--- config.mk ---
export PLATFORM = sky130hd
export DESIGN_NAME = shift_add_mul_flat
export DESIGN_NICKNAME = d
export VERILOG_FILES = /design/src/rtl/shift_add_mul_pkg.sv /design/src/rtl/shift_add_mul_if.sv /design/src/rtl/shift_add_mul_fa.sv /design/src/rtl/shift_add_mul.sv /design/src/flat_wrapper.sv
export SDC_FILE = /design/constraint.sdc
export NUM_CORES = 1
export LEC_CHECK = 0
export BUFFER_PORTS_ARGS = -buffer_cell sky130_fd_sc_hd__buf_2
export CAP_MARGIN = 20
export CORE_ASPECT_RATIO = 0.9
export CORE_MARGIN = 2
export CORE_UTILIZATION = 41
export CTS_BUF_LIST = sky130_fd_sc_hd__clkbuf_4 sky130_fd_sc_hd__clkbuf_8 sky130_fd_sc_hd__clkbuf_16
export CTS_CLUSTER_SIZE = 25
export DETAILED_ROUTE_END_ITERATION = 12
export SLEW_MARGIN = 25
export SYNTH_ARGS = -nofsm -noshare
export SYNTH_HDL_FRONTEND = slang
export SYNTH_SLANG_ARGS = --single-unit
export TNS_END_PERCENT = 20
--- constraint.sdc ---
create_clock -name i_clk -period 20.5 [get_ports i_clk]
set_clock_uncertainty 0.1 [all_clocks]
set_input_delay 4.1 -clock i_clk [delete_from_list [all_inputs] [get_ports i_clk]]
set_output_delay 4.1 -clock i_clk [all_outputs]
set_load 0.02 [all_outputs]
--- src/rtl/shift_add_mul_pkg.sv ---
// Shared definitions for the shift-and-add multiplier.
//   MUL_W    : operand width
//   MUL_ITER : number of multiplier bits consumed by CALC
//   CNT_W    : width of the CALC iteration counter
//   state_t  : controller states; encodings come from the localparams below
//   magnitude: absolute value of a two's-complement operand
package shift_add_mul_pkg;

  localparam int unsigned MUL_W    = 32;
  localparam int unsigned MUL_ITER = 32;
  localparam int unsigned CNT_W    = $clog2(MUL_ITER);

  localparam logic [2:0] IDLE   = 3'd0;
  localparam logic [2:0] CALC   = 3'd1;
  localparam logic [2:0] NEG_LO = 3'd2;
  localparam logic [2:0] NEG_HI = 3'd3;
  localparam logic [2:0] DONE   = 3'd4;

  typedef enum logic [2:0] {
    ST_IDLE   = IDLE,
    ST_CALC   = CALC,
    ST_NEG_LO = NEG_LO,
    ST_NEG_HI = NEG_HI,
    ST_DONE   = DONE
  } state_t;

  function automatic logic [MUL_W-1:0] magnitude(input logic [MUL_W-1:0] x);
    return x[MUL_W-1] ? (~x + 1'b1) : x;
  endfunction

endpackage

--- src/rtl/shift_add_mul_if.sv ---
// Request/result bundle of the shift-and-add multiplier.
//   i_valid/o_ready       : operation handshake (requester -> multiplier)
//   i_op_a/i_op_b         : multiplicand / multiplier
//   i_signed              : operands are two's complement
//   o_valid/i_ack         : result handshake (multiplier -> consumer)
//   o_prod                : 64-bit product
//   o_busy                : multiplier is not idle
// master = requester/consumer side, slave = multiplier side.
interface shift_add_mul_if;
  import shift_add_mul_pkg::*;

  logic               i_valid;
  logic               o_ready;
  logic [MUL_W-1:0]   i_op_a;
  logic [MUL_W-1:0]   i_op_b;
  logic               i_signed;
  logic               o_valid;
  logic               i_ack;
  logic [2*MUL_W-1:0] o_prod;
  logic               o_busy;

  modport master (
    output i_valid, i_op_a, i_op_b, i_signed, i_ack,
    input  o_ready, o_valid, o_prod, o_busy
  );

  modport slave (
    input  i_valid, i_op_a, i_op_b, i_signed, i_ack,
    output o_ready, o_valid, o_prod, o_busy
  );

endinterface

--- src/rtl/shift_add_mul_fa.sv ---
// FA_32bit: 32-bit ripple-carry adder, the multiplier's only arithmetic unit.
//   a, b : addends
//   cin  : carry in
//   sum  : a + b + cin (low 32 bits)
//   cout : carry out of bit 31
module FA_32bit
  import shift_add_mul_pkg::*;
(
  input  logic [MUL_W-1:0] a,
  input  logic [MUL_W-1:0] b,
  input  logic             cin,
  output logic [MUL_W-1:0] sum,
  output logic             cout
);

  logic carry;

  always_comb begin
    sum   = '0;
    carry = cin;
    for (int unsigned i = 0; i < MUL_W; i++) begin
      sum[i] = a[i] ^ b[i] ^ carry;
      carry  = (a[i] & b[i]) | (carry & (a[i] ^ b[i]));
    end
    cout = carry;
  end

endmodule

--- src/rtl/shift_add_mul.sv ---
// Sequential 32x32 -> 64 shift-and-add multiplier.
//   i_clk, i_reset : clock, asynchronous active-high reset
//   bus (slave)    : i_valid/o_ready request, i_op_a/i_op_b/i_signed operands,
//                    o_valid/i_ack result handshake, o_prod product, o_busy
// Parameter EARLY_EXIT: 1 = stop CALC once the remaining multiplier bits are 0.
// Macro SHIFT_ADD_MUL_SIGNED_EN: enables signed operation (magnitudes at
// accept, product negated in NEG_LO/NEG_HI). Without it i_signed is ignored.
module shift_add_mul
  import shift_add_mul_pkg::*;
#(
  parameter int unsigned EARLY_EXIT = 1
) (
  input  logic          i_clk,
  input  logic          i_reset,
  shift_add_mul_if.slave bus
);

  state_t              state;
  logic [MUL_W-1:0]    mcand;
  logic [MUL_W-1:0]    mplier;
  logic [MUL_W-1:0]    acc_hi;
  logic [MUL_W-1:0]    acc_lo;
  logic [CNT_W-1:0]    cnt;
  logic                neg;
  logic                carry;

  logic [MUL_W-1:0]    add_a;
  logic [MUL_W-1:0]    add_b;
  logic                add_cin;
  logic [MUL_W-1:0]    add_sum;
  logic                add_cout;

  logic                take_signed;
  logic                calc_end;
  logic [CNT_W-1:0]    rem;
  logic [2*MUL_W-1:0]  shifted;
  logic [2*MUL_W-1:0]  calc_next;

`ifdef SHIFT_ADD_MUL_SIGNED_EN
  assign take_signed = bus.i_signed;
`else
  logic unused_signed;
  assign unused_signed = bus.i_signed;
  assign take_signed   = 1'b0;
`endif

  FA_32bit u_fa (
    .a    (add_a),
    .b    (add_b),
    .cin  (add_cin),
    .sum  (add_sum),
    .cout (add_cout)
  );

  // Adder operands by state: partial-product add in CALC, two-step
  // two's-complement negation of the 64-bit product in NEG_LO/NEG_HI.
  always_comb begin
    add_a   = '0;
    add_b   = '0;
    add_cin = 1'b0;
    case (state)
      ST_CALC: begin
        add_a = acc_hi;
        add_b = mplier[0] ? mcand : '0;
      end
      ST_NEG_LO: begin
        add_a   = ~acc_lo;
        add_cin = 1'b1;
      end
      ST_NEG_HI: begin
        add_a   = ~acc_hi;
        add_cin = carry;
      end
      default: ;
    endcase
  end

  // On an early exit the skipped iterations would only add zero and shift,
  // so they collapse into a single right shift by the remaining count.
  assign calc_end  = (cnt == CNT_W'(MUL_ITER - 1)) ||
                     ((EARLY_EXIT != 0) && (mplier[MUL_W-1:1] == '0));
  assign rem       = CNT_W'(MUL_ITER - 1) - cnt;
  assign shifted   = {add_cout, add_sum, acc_lo[MUL_W-1:1]};
  assign calc_next = calc_end ? (shifted >> rem) : shifted;

  always_ff @(posedge i_clk or posedge i_reset) begin
    if (i_reset) begin
      state  <= ST_IDLE;
      mcand  <= '0;
      mplier <= '0;
      acc_hi <= '0;
      acc_lo <= '0;
      cnt    <= '0;
      neg    <= 1'b0;
      carry  <= 1'b0;
    end else begin
      case (state)
        ST_IDLE: begin
          if (bus.i_valid) begin
            mcand  <= take_signed ? magnitude(bus.i_op_a) : bus.i_op_a;
            mplier <= take_signed ? magnitude(bus.i_op_b) : bus.i_op_b;
            neg    <= take_signed & (bus.i_op_a[MUL_W-1] ^ bus.i_op_b[MUL_W-1]);
            acc_hi <= '0;
            acc_lo <= '0;
            cnt    <= '0;
            carry  <= 1'b0;
            state  <= ST_CALC;
          end
        end
        ST_CALC: begin
          {acc_hi, acc_lo} <= calc_next;
          mplier           <= mplier >> 1;
          cnt              <= cnt + CNT_W'(1);
          if (calc_end) begin
            state <= neg ? ST_NEG_LO : ST_DONE;
          end
        end
        ST_NEG_LO: begin
          acc_lo <= add_sum;
          carry  <= add_cout;
          state  <= ST_NEG_HI;
        end
        ST_NEG_HI: begin
          acc_hi <= add_sum;
          state  <= ST_DONE;
        end
        ST_DONE: begin
          if (bus.i_ack) begin
            state <= ST_IDLE;
          end
        end
        default: state <= ST_IDLE;
      endcase
    end
  end

  assign bus.o_ready = (state == ST_IDLE);
  assign bus.o_busy  = (state != ST_IDLE);
  assign bus.o_valid = (state == ST_DONE);
  assign bus.o_prod  = {acc_hi, acc_lo};

endmodule

--- src/flat_wrapper.sv ---
// flat-port wrapper written by rule: the top's interface ports become plain ports
module shift_add_mul_flat import shift_add_mul_pkg::*;
#(
  parameter int unsigned EARLY_EXIT = 1
)
  (i_clk, i_reset, bus_i_valid, bus_i_op_a, bus_i_op_b, bus_i_signed, bus_i_ack, bus_o_ready, bus_o_valid, bus_o_prod, bus_o_busy);
  shift_add_mul_if bus_i ();
  input  logic i_clk;
  input  logic i_reset;
  input wire logic [$bits(bus_i.i_valid)-1:0] bus_i_valid;
  input wire logic [$bits(bus_i.i_op_a)-1:0] bus_i_op_a;
  input wire logic [$bits(bus_i.i_op_b)-1:0] bus_i_op_b;
  input wire logic [$bits(bus_i.i_signed)-1:0] bus_i_signed;
  input wire logic [$bits(bus_i.i_ack)-1:0] bus_i_ack;
  output wire logic [$bits(bus_i.o_ready)-1:0] bus_o_ready;
  output wire logic [$bits(bus_i.o_valid)-1:0] bus_o_valid;
  output wire logic [$bits(bus_i.o_prod)-1:0] bus_o_prod;
  output wire logic [$bits(bus_i.o_busy)-1:0] bus_o_busy;
  assign bus_i.i_valid = bus_i_valid;
  assign bus_i.i_op_a = bus_i_op_a;
  assign bus_i.i_op_b = bus_i_op_b;
  assign bus_i.i_signed = bus_i_signed;
  assign bus_i.i_ack = bus_i_ack;
  assign bus_o_ready = bus_i.o_ready;
  assign bus_o_valid = bus_i.o_valid;
  assign bus_o_prod = bus_i.o_prod;
  assign bus_o_busy = bus_i.o_busy;
  shift_add_mul #(.EARLY_EXIT(EARLY_EXIT)) u_core (.i_clk(i_clk), .i_reset(i_reset), .bus(bus_i));
endmodule
Word level (Yosys, flattened, before mapping). Cells that the tools add are included.

Add/sub/neg operators: 2. Eq/ne operators: 8. Shift-type cells: 1. Mux-type cells: 18. Bitwise logic cells: 162. Reductions and logical operators: 14.

Operators with widths (number): $pmux W32 S3 (3); $mux W32 (4); $and A1 B1 Y1 (64); $mux W64 (1); $not A32 Y32 (2); $pmux W32 S2 (1); $shr A64 B5 Y64 (1); $xor A1 B1 Y1 (64); $or A1 B1 Y1 (32); $logic_not A31 Y1 (1); $pmux W3 S5 (1); $pmux W5 S2 (1); $reduce_and A2 Y1 (5); $mux W3 (3); $reduce_bool A3 Y1 (3); $eq A3 B2 Y1 const B (2); $add A5 B1 Y5 const B (1); $eq A5 B5 Y1 const B (1); $mux W5 (1); $sub A5 B5 Y5 const A (1); $ne A2 B2 Y1 const B (2); $pmux W1 S2 (2); $reduce_bool A2 Y1 (2); $eq A3 B1 Y1 const B (1); other kinds (6) (6).

Bits in registers: 137. Input bits: 69. Output and inout bits: 67. Logic and storage cells: 212.

Logic depth before layout (Yosys ltp). Gate-level depths: netlist of the first run.

Depth after elaboration: 70. Depth in mapped cells: 46. Depth with buffers taken out: 43.

By module. Synthesis of the first run repeated with hierarchy kept, for this count alone.

Cell total of the unflattened synthesis: 1311. Area, all modules: 11969.0 µm².

By module, submodules not included: shift_add_mul (times used 1, cells each 1269, area an instance 11290.8 µm², seq. area each 3428.3 µm²); FA_32bit (times used 1, cells each 42, area an instance 678.2 µm², seq. area each 0.0 µm²).

Least setup slack after synthesis of the first run. No wires, ideal clock.

Path kind: reg2reg. From: register u_core.state[1]. To: register u_core.acc_hi[8]. Library setup time: 143 ps. Data arrival time: 16516 ps. Required time: 20257 ps. Slack: 3741 ps. Stages on the path, launching flop included: 44. Buffers on the path: 3. Period minus slack after synthesis: 16759 ps. Cell sequence: dfrtp_1 > buf_2 > buf_1 > buf_1 > nor3b_1 > fa_1 > fa_1 > fa_1 > inv_1 > fa_1 > fa_1 > fa_1 > fa_1 > fa_1 > fa_1 > fa_1 > fa_1 > fa_1 > [8 not listed] > fa_1 > fa_1 > fa_1 > fa_1 > fa_1 > fa_1 > fa_1 > fa_1 > fa_1 > fa_1 > fa_1 > fa_1 > mux2i_1 > a22o_1 > a211oi_2 > o221ai_1 > a21oi_1 > o221ai_1.

Cells in the longest elaborated chain, start to end: 70. Elaborated cells on any way between the ends: 173. Classes of those cells: eq/ne (4); shift (1); mux (5); bitwise (160); reduce/logical (3).

RTL lines: start, declared (RTL line shift_add_mul.sv:18) `state_t state;`; start signal, assigned (RTL line shift_add_mul.sv:115) `state <= neg ? ST_NEG_LO : ST_DONE;`; $eq A3 B2 Y1 (tied with other cells) (RTL line shift_add_mul.sv:61, shift_add_mul.sv:97); $pmux W32 S3 or $mux W32 (tied branches) (RTL line shift_add_mul.sv:61) `case (state)`; $xor A1 B1 Y1 (RTL line shift_add_mul_fa.sv:22, shift_add_mul_fa.sv:23); $and A1 B1 Y1 (RTL line shift_add_mul_fa.sv:23) `carry = (a[i] & b[i]) | (carry & (a[i] ^ b[i]));`; $or A1 B1 Y1 (RTL line shift_add_mul_fa.sv:23); $and A1 B1 Y1 (RTL line shift_add_mul_fa.sv:23); $or A1 B1 Y1 (RTL line shift_add_mul_fa.sv:23); $and A1 B1 Y1 (RTL line shift_add_mul_fa.sv:23); [54 not listed]; $or A1 B1 Y1 (RTL line shift_add_mul_fa.sv:23); $and A1 B1 Y1 (RTL line shift_add_mul_fa.sv:23); $or A1 B1 Y1 (RTL line shift_add_mul_fa.sv:23); $and A1 B1 Y1 (RTL line shift_add_mul_fa.sv:23); $or A1 B1 Y1 (RTL line shift_add_mul_fa.sv:23); $shr A64 B5 Y64 (RTL line shift_add_mul.sv:84) `assign calc_next = calc_end ? (shifted >> rem) : shifted;`; $mux W64 (RTL line shift_add_mul.sv:84); $pmux W32 S3 (RTL line shift_add_mul.sv:97) `case (state)`; end signal, assigned (RTL line shift_add_mul.sv:111) `{acc_hi, acc_lo} <= calc_next;`; end signal, assigned (RTL line shift_add_mul.sv:124) `acc_hi <= add_sum;`; end, declared (RTL line shift_add_mul.sv:21) `logic [MUL_W-1:0] acc_hi;`.

Several ways; a longest one is shown, not always the timed one. A chain may end at the register's enable or synchronous reset.

Final worst setup path of the first run.
From: register u_core.state[0]. To: register u_core.acc_hi[1].

Same word-level chain as after synthesis.

==> impl_results.md, run 1 <==
- Slew headroom: 30.9%
- DRT iter0 DRCs: around 1.4k
- PortBufs: roughly 130
- Main combinational cell family by area after synthesis: compound AO/OA/AOI/OAI gates
- Resized Gates After CTS: 0
- R2r setup slk: about 2.4 ns
- # DRC: 0
- Area of the core: roughly 29,000 um2
- First-pass GRT wire length: between 70,000 and 80,000 um
- Vias in the first global route: approximately 12k
- Cells after DPL: 1,847
- Setup CP Type: register to register
- Dpl hpwl: about 36,000 um
- Async SR Flop Fraction: between 90% and 100%
- Mapped Nets: roughly 1.5k
- Placer Congestion: 1.04
- Most frequent cells in the layout: nand2_1 (256), nor2_1 (162), buf_2 (134)
- Post-CTS Hold Fix Bufs: 0
- #FFs+latches synth: 137
- # IOs: ~140
- Req. time, crit path: between 20 and 25 ns
- Worst R2R Path Depth: between 40 and 50
- Worst setup EP type: register
- Post-synth top flop: dfrtp_1
- Total track usage: 33.0%
- Endpoint, Worst Hold: u_core.mcand[14]
- Final hold violations: 0
- Num Clock Sinks: roughly 140
- VDD IR max: 70.7 uV
- Max Cap Viol: 0
- Unrepaired setup endpoints after global routing: false
- Clk slew on worst S/H paths: ~0.07 ns
- Synthesized cell area: 12,000 um2
- Reg2Reg Launch Point: u_core.state[0]
- Worst EP arrival: ~18 ns
- DIE WIDTH: around 180 um
- Top cell type's share of synthesized area: roughly 29%
- Synth Area per Inst: roughly 8.5 um2
- Xor/xnor share of the synthesized area: ~2.4%
- Die height: 166 um
- Setup Viol. Count Final: 0
- Synth area leader: dfrtp_1
- Most area-consuming cells after synthesis: dfrtp_1 (29%), nand2_1 (8.1%), mux4_2 (7.0%)
- Mux cell area share after synthesis: 16.4%
- Synthesized netlist cell count: around 1.4k
- Largest net degree at the start of global routing: 89
- Layout cells sized above 1: 20.3%
- Clock buffer depth: 2
- Root Buffer: clkbuf_16
- Worst-skew pair later-pin latency: approximately 0.44 ns
- # Post-CTS Setup Buffers: 0
- Syn. warnings: 0
- Initial antenna violation count: 1
- Worst hold slack: around 0.38 ns
- TritonCTS clock tree: built
- Reg2reg end: u_core.acc_hi[1]
- Area share of fa/ha/maj cells after synthesis: between 5 and 6%
- Hold Crit Start: u_core.mcand[14]
- Vias per std cell: around 6.5
- Status: completed
- Seq/Total Area, Yosys: between 20 and 30%
- Cell repeated most along the worst path: fa_1
- Crit path largest cell delay: about 1 ns
- Hold depth: 2
- Grt ovf: 0
- Antenna Nets Post-Route: 0
- Number of H-tree levels: 4
- Final Cycle Share: between 80% and 90%
- Most common cell after layout, fill and taps aside: nand2_1
- Row cnt: 59
- Inserted Clock Buffers: 17
- CP Launch Type: register
- Min-delay worst type: register to register
- Final Util: between 40% and 50%
- Area added between synthesis and finish: 11.8%
- CP max FO: 32
- Simple-gate portion of the synthesized area: a little under a fifth
- Pwr Density: approximately 170 nW/um2
- Via count: 12.2k
- Worst Max-Slew Pin Slew: 1.04 ns
- Min Tclk post-route: ~18 ns
- Wirelength per Cell: between 20 and 30 um
- Worst path slowest cell: dfrtp_1
- Nets: about 1.6k
- Setup TNS: 0 ns
- Die Area: a little over 30,000 um2
- Synth cell types: about 80
- Pre-antenna DRT Iters: 6
- Fin cells: 1,884
- Post-synth EDFFs: 0
- Fmax: 0.0553 GHz
- Initial Utilization: between 40% and 50%
- Final WL: about 50,000 um
- Leakage power: 0.00545 uW
- Compound-Gate Fraction of Synth Area: between 20 and 25%
- Final slew viol count: 0
-- stage by stage --
stage	total power, uW	area (um2)	worst slack [ns]
floorplan	1490	12000	3.74
global placement	1950	12800	2.18
detailed placement	1960	12800	2.35
CTS	2280	13400	2.30
global route	2440	13400	1.76
finish	2340	13400	2.40
-- state kept, by name, summed over array words and instances (netlist names) --
signal	flops
u_core.acc_hi	32
u_core.acc_lo	32
u_core.carry	1
u_core.cnt	5
u_core.mcand	32
u_core.mplier	32
u_core.state	3
-- where the power goes --
part | internal, uW | switching (uW)
logic | 514 | 934
clock network | 173 | 145
registers | 390 | 184
total | 1080 | 1260
-- cells in the mapped netlist (16+ instances only) --
cell	instances
fa_1	32
nand2_1	259
a21oi_1	53
nor2_1	163
xor2_1	33
o22ai_1	63
mux2_2	33
a22oi_1	16
nand2b_1	36
dfrtp_1	137
mux2i_1	71
o211ai_1	18
clkbuf_1	75
buf_1	16
o221ai_1	32
o21ai_0	83
buf_2	18
mux4_2	37
-- worst max path at each step --
stage,from,to,slack (ns),depth (start not counted)
detailed placement,u_core.state[0],u_core.acc_hi[1],2.35,42
floorplan,u_core.state[1],u_core.acc_hi[8],3.74,43
global route,u_core.state[0],u_core.acc_hi[1],1.76,42
global placement,u_core.state[0],u_core.acc_hi[1],2.18,42
finish,u_core.state[0],u_core.acc_hi[1],2.40,42
CTS,u_core.state[0],u_core.acc_hi[1],2.30,42
-- metal layers --
metal / part of all wire, % / vias up / global-route usage, %
li1: - / 5272 / -
met4: 4.1 / 0 / 13.5
met5: 0 / - / 0
met1: 44 / 6045 / 48.3
met3: 11 / 126 / 8.31
met2: 42 / 746 / 46.1
-- layout make-up --
type / count / area, um2
fillers: 2826 / 15500
multi-input cells: 1138 / 7930
flip-flops and latches: 137 / 3440
repair buffers: 169 / 926
well taps: 396 / 495
clock buffers: 19 / 440
clock inverters: 13 / 133
inverters: 10 / 42.5
diodes: 2 / 5.00
-- cells by family (layout without fill, tap and decap cells) --
logic type / after synthesis / count (layout)
AO/OA/AOI/OAI: 388 / 388
XOR/XNOR: 33 / 33
adder cells (fa/ha/maj): 34 / 34
buffers and inverters: 134 / 211
flip-flops: 137 / 137
multiplexers: 145 / 145
other: 0 / 2
AND/OR/NAND/NOR: 538 / 538
-- worst max-delay path: cells and delay by family, from the launching register on --
kind,cells,cell delay (ns)
multiplexers,1,0.30
AO/OA/AOI/OAI,3,1.17
AND/OR/NAND/NOR,4,0.92
adder cells (fa/ha/maj),32,14.13
buffers and inverters,2,0.37
flip-flops,1,1.03
Note: power is estimated with default switching activity, not from simulation.
==> run 2, diff against run 1 <==
Settings changed: BUFFER_PORTS_ARGS -buffer_cell sky130_fd_sc_hd__buf_2 to unset, DONT_BUFFER_PORTS set to 1, PLACE_DENSITY_LB_ADDON set to 0.3.
==> run 2 against run 1 <==
Against the previous run:
- setup slack better by 0.24 ns
- final area is 4.8% lower
- routed wire length is 1.1% higher
- sequential share of layout area is 1.3 points higher
- sequential cell count stayed put
- count of clock-buffer cells in the layout is 2 lower
- power is 1.5% lower
- clock power is 4% higher
- non-clock buffer count is 137 lower
- critical path depth is 3 higher
- register-to-register slack better by 0.24 ns
- core utilization is 2.2 points lower
==> impl_results.md, run 2 (synthesis gave the netlist of run 1 again) <==
- Pre-antenna DRT Iters: 6 (unchanged)
- Met2 usage: 47.7% (+1.6 points)
- Largest net degree at the start of global routing: 82 (-7.9%)
- Resized Gates After CTS: 0 (unchanged)
- TritonCTS clock tree: built
- Initial antenna violation count: 1 (unchanged)
- Area of the core: 28,900 um2 (unchanged)
- Leakage power: 0.00487 uW (-11%)
- # DRC: 0 (unchanged)
- Final Util: 44.2% (-2.2 points)
- Via count: 11.7k (-3.9%)
- Final slew viol count: 0 (unchanged)
- Cells after DPL: 1,713 (-7.3%)
- Vias in the first global route: 11.4k (-2.4%)
- Most frequent cells in the layout: nand2_1 (256), nor2_1 (161), dfrtp_1 (132)
- Worst path slowest cell: a2111oi_1
- Final Cycle Share: 87.1% (-1.2 points)
- Worst Max-Slew Pin Slew: 1.13 ns (+0.0945 ns)
- Wirelength per Cell: 29.2 um (+9.1%)
- Pwr Density: 181 nW/um2 (+3.5%)
- Met3 GRT Util: 12.3% (+3.9 points)
- Status: completed
- # IOs: 136 (unchanged)
- Grt ovf: 0 (unchanged)
- Placer Congestion: 1.02 (-2.2%)
- # Post-CTS Setup Buffers: 0 (unchanged)
- Row cnt: 59 (unchanged)
- Layout cells sized above 1: 12.5% (-7.9 points)
- Crit path largest cell delay: 0.74 ns (-0.29 ns)
- Global route hottest layer: met2
- N_diodes: 0 (-2)
- Vias per std cell: 6.71 (+3.7%)
- Met1 Usage GRT: 46.2% (-2.2 points)
- CP max FO: 41 (+28%)
- Clock buffer depth: 2 (unchanged)
- Die height: 166 um (unchanged)
- Clk slew on worst S/H paths: 0.08 ns (about the same)
- Root Buffer: clkbuf_16
- VDD IR max: 74.3 uV (+5.1%)
- PortBufs: 0 (-100%)
- Num Clock Sinks: 137 (unchanged)
- Setup CP Type: register to register
- Slew headroom: 24.6% (-6.3 points)
- Req. time, crit path: 20.78 ns (about the same)
- DIE WIDTH: 184 um (unchanged)
- Final hold violations: 0 (unchanged)
- Fmax: 0.0560 GHz (+1.3%)
- Worst setup EP type: register
- Area added between synthesis and finish: 6.47%
- DRT iter0 DRCs: 1,562 (+8.3%)
- Inserted Clock Buffers: 17 (unchanged)
- Antenna Nets Post-Route: 0 (unchanged)
- Total track usage: 33.4% (+0.40 points)
- Number of H-tree levels: 4 (unchanged)
- Cell repeated most along the worst path: fa_1
- Worst EP arrival: 18.14 ns (-0.23 ns)
- Min Tclk post-route: 17.86 ns (-0.239 ns)
- Worst-skew pair later-pin latency: 0.45 ns (about the same)
- Setup Viol. Count Final: 0 (unchanged)
- Fin cells: 1,745 (-7.4%)
- Setup TNS: 0 ns (unchanged)
- Nets: 1,439 (-8.7%)
- Post-CTS Hold Fix Bufs: 0 (unchanged)
- DP Area: 12,100 um2 (-5.2%)
- Initial Utilization: 41.5% (unchanged)
- Unrepaired setup endpoints after global routing: false
- Final WL: 51,000 um (+1.1%)
- Dpl hpwl: 36,600 um (+1.9%)
- Min-delay worst type: register to register
- CP Launch Type: register
- Finished Cell Area: 12,800 um2 (-4.8%)
- First-pass GRT wire length: 75,900 um (+0.25%)
- Max Cap Viol: 0 (unchanged)
- Die Area: 30,600 um2 (unchanged)
- Most common cell after layout, fill and taps aside: nand2_1
[run 2: cell types whose count changed in the layout (fill, tap and decap cells not counted), sizes merged]
cell,previous run,this run
clkbuf,22,17
clkinv,2,8
buf,166,32
diode,2,0
clkinvlp,4,0
inv,16,17
bufinv,1,0
[run 2: final timing paths]
path | from | end | slack [ns] | cells past startpoint
max | u_core.state[0] | u_core.acc_hi[1] | 2.64 | 45
min | u_core.mcand[13] | u_core.mcand[13] | 0.38 | 2
max reg2reg | u_core.state[0] | u_core.acc_hi[1] | 2.64 | 45
min reg2reg | u_core.mcand[13] | u_core.mcand[13] | 0.38 | 2
max in group asynchronous | i_reset | u_core.acc_lo[28] | 15.54 | 2
min in group asynchronous | i_reset | u_core.mcand[2] | 3.52 | 1
[run 2: metal layers]
layer	vias to the layer above	share of wire [%]	wire, um
met1	5819	41	20900
li1	5000	-	-
met3	132	13	6820
met4	0	3.9	1980
met5	-	0	0
met2	762	42	21300
[run 2: stage by stage]
step / total power, uW / hold WS, ns / setup WS (ns)
5_1_grt: 2400 / 0.405 / 1.95
4_1_cts: 2250 / 0.382 / 2.52
3_3_place_gp: 1920 / 0.357 / 2.47
2_1_floorplan: 1490 / 0.337 / 3.74
3_5_place_dp: 1920 / 0.363 / 2.55
6_report: 2310 / 0.376 / 2.64
[run 2: layout make-up]
class | count | area (um2)
multi-input combinational | 1138 | 7930
sequential | 137 | 3440
timing repair buffer | 32 | 240
clock inverter | 15 | 189
fill | 2866 | 16100
tap | 396 | 495
clock buffer | 17 | 425
inverter | 10 | 42.5
[run 2: where the power goes]
group	total, uW	switching [uW]	internal [uW]	leakage [uW]
Combinational	1310	840	471	0.00287
Sequential	664	276	388	0.00171
Clock	331	164	167	0.000299
Total	2310	1280	1030	0.00487
[run 2: critical path: cells and delay by family (launching register included)]
family | cells | cell delay (ns)
and+or+nand+nor | 5 | 0.85
AOI/OAI and AO/OA | 4 | 1.22
buffers and inverters | 3 | 0.62
adders and majority gates | 32 | 14.24
muxes | 1 | 0.31
DFF | 1 | 0.44
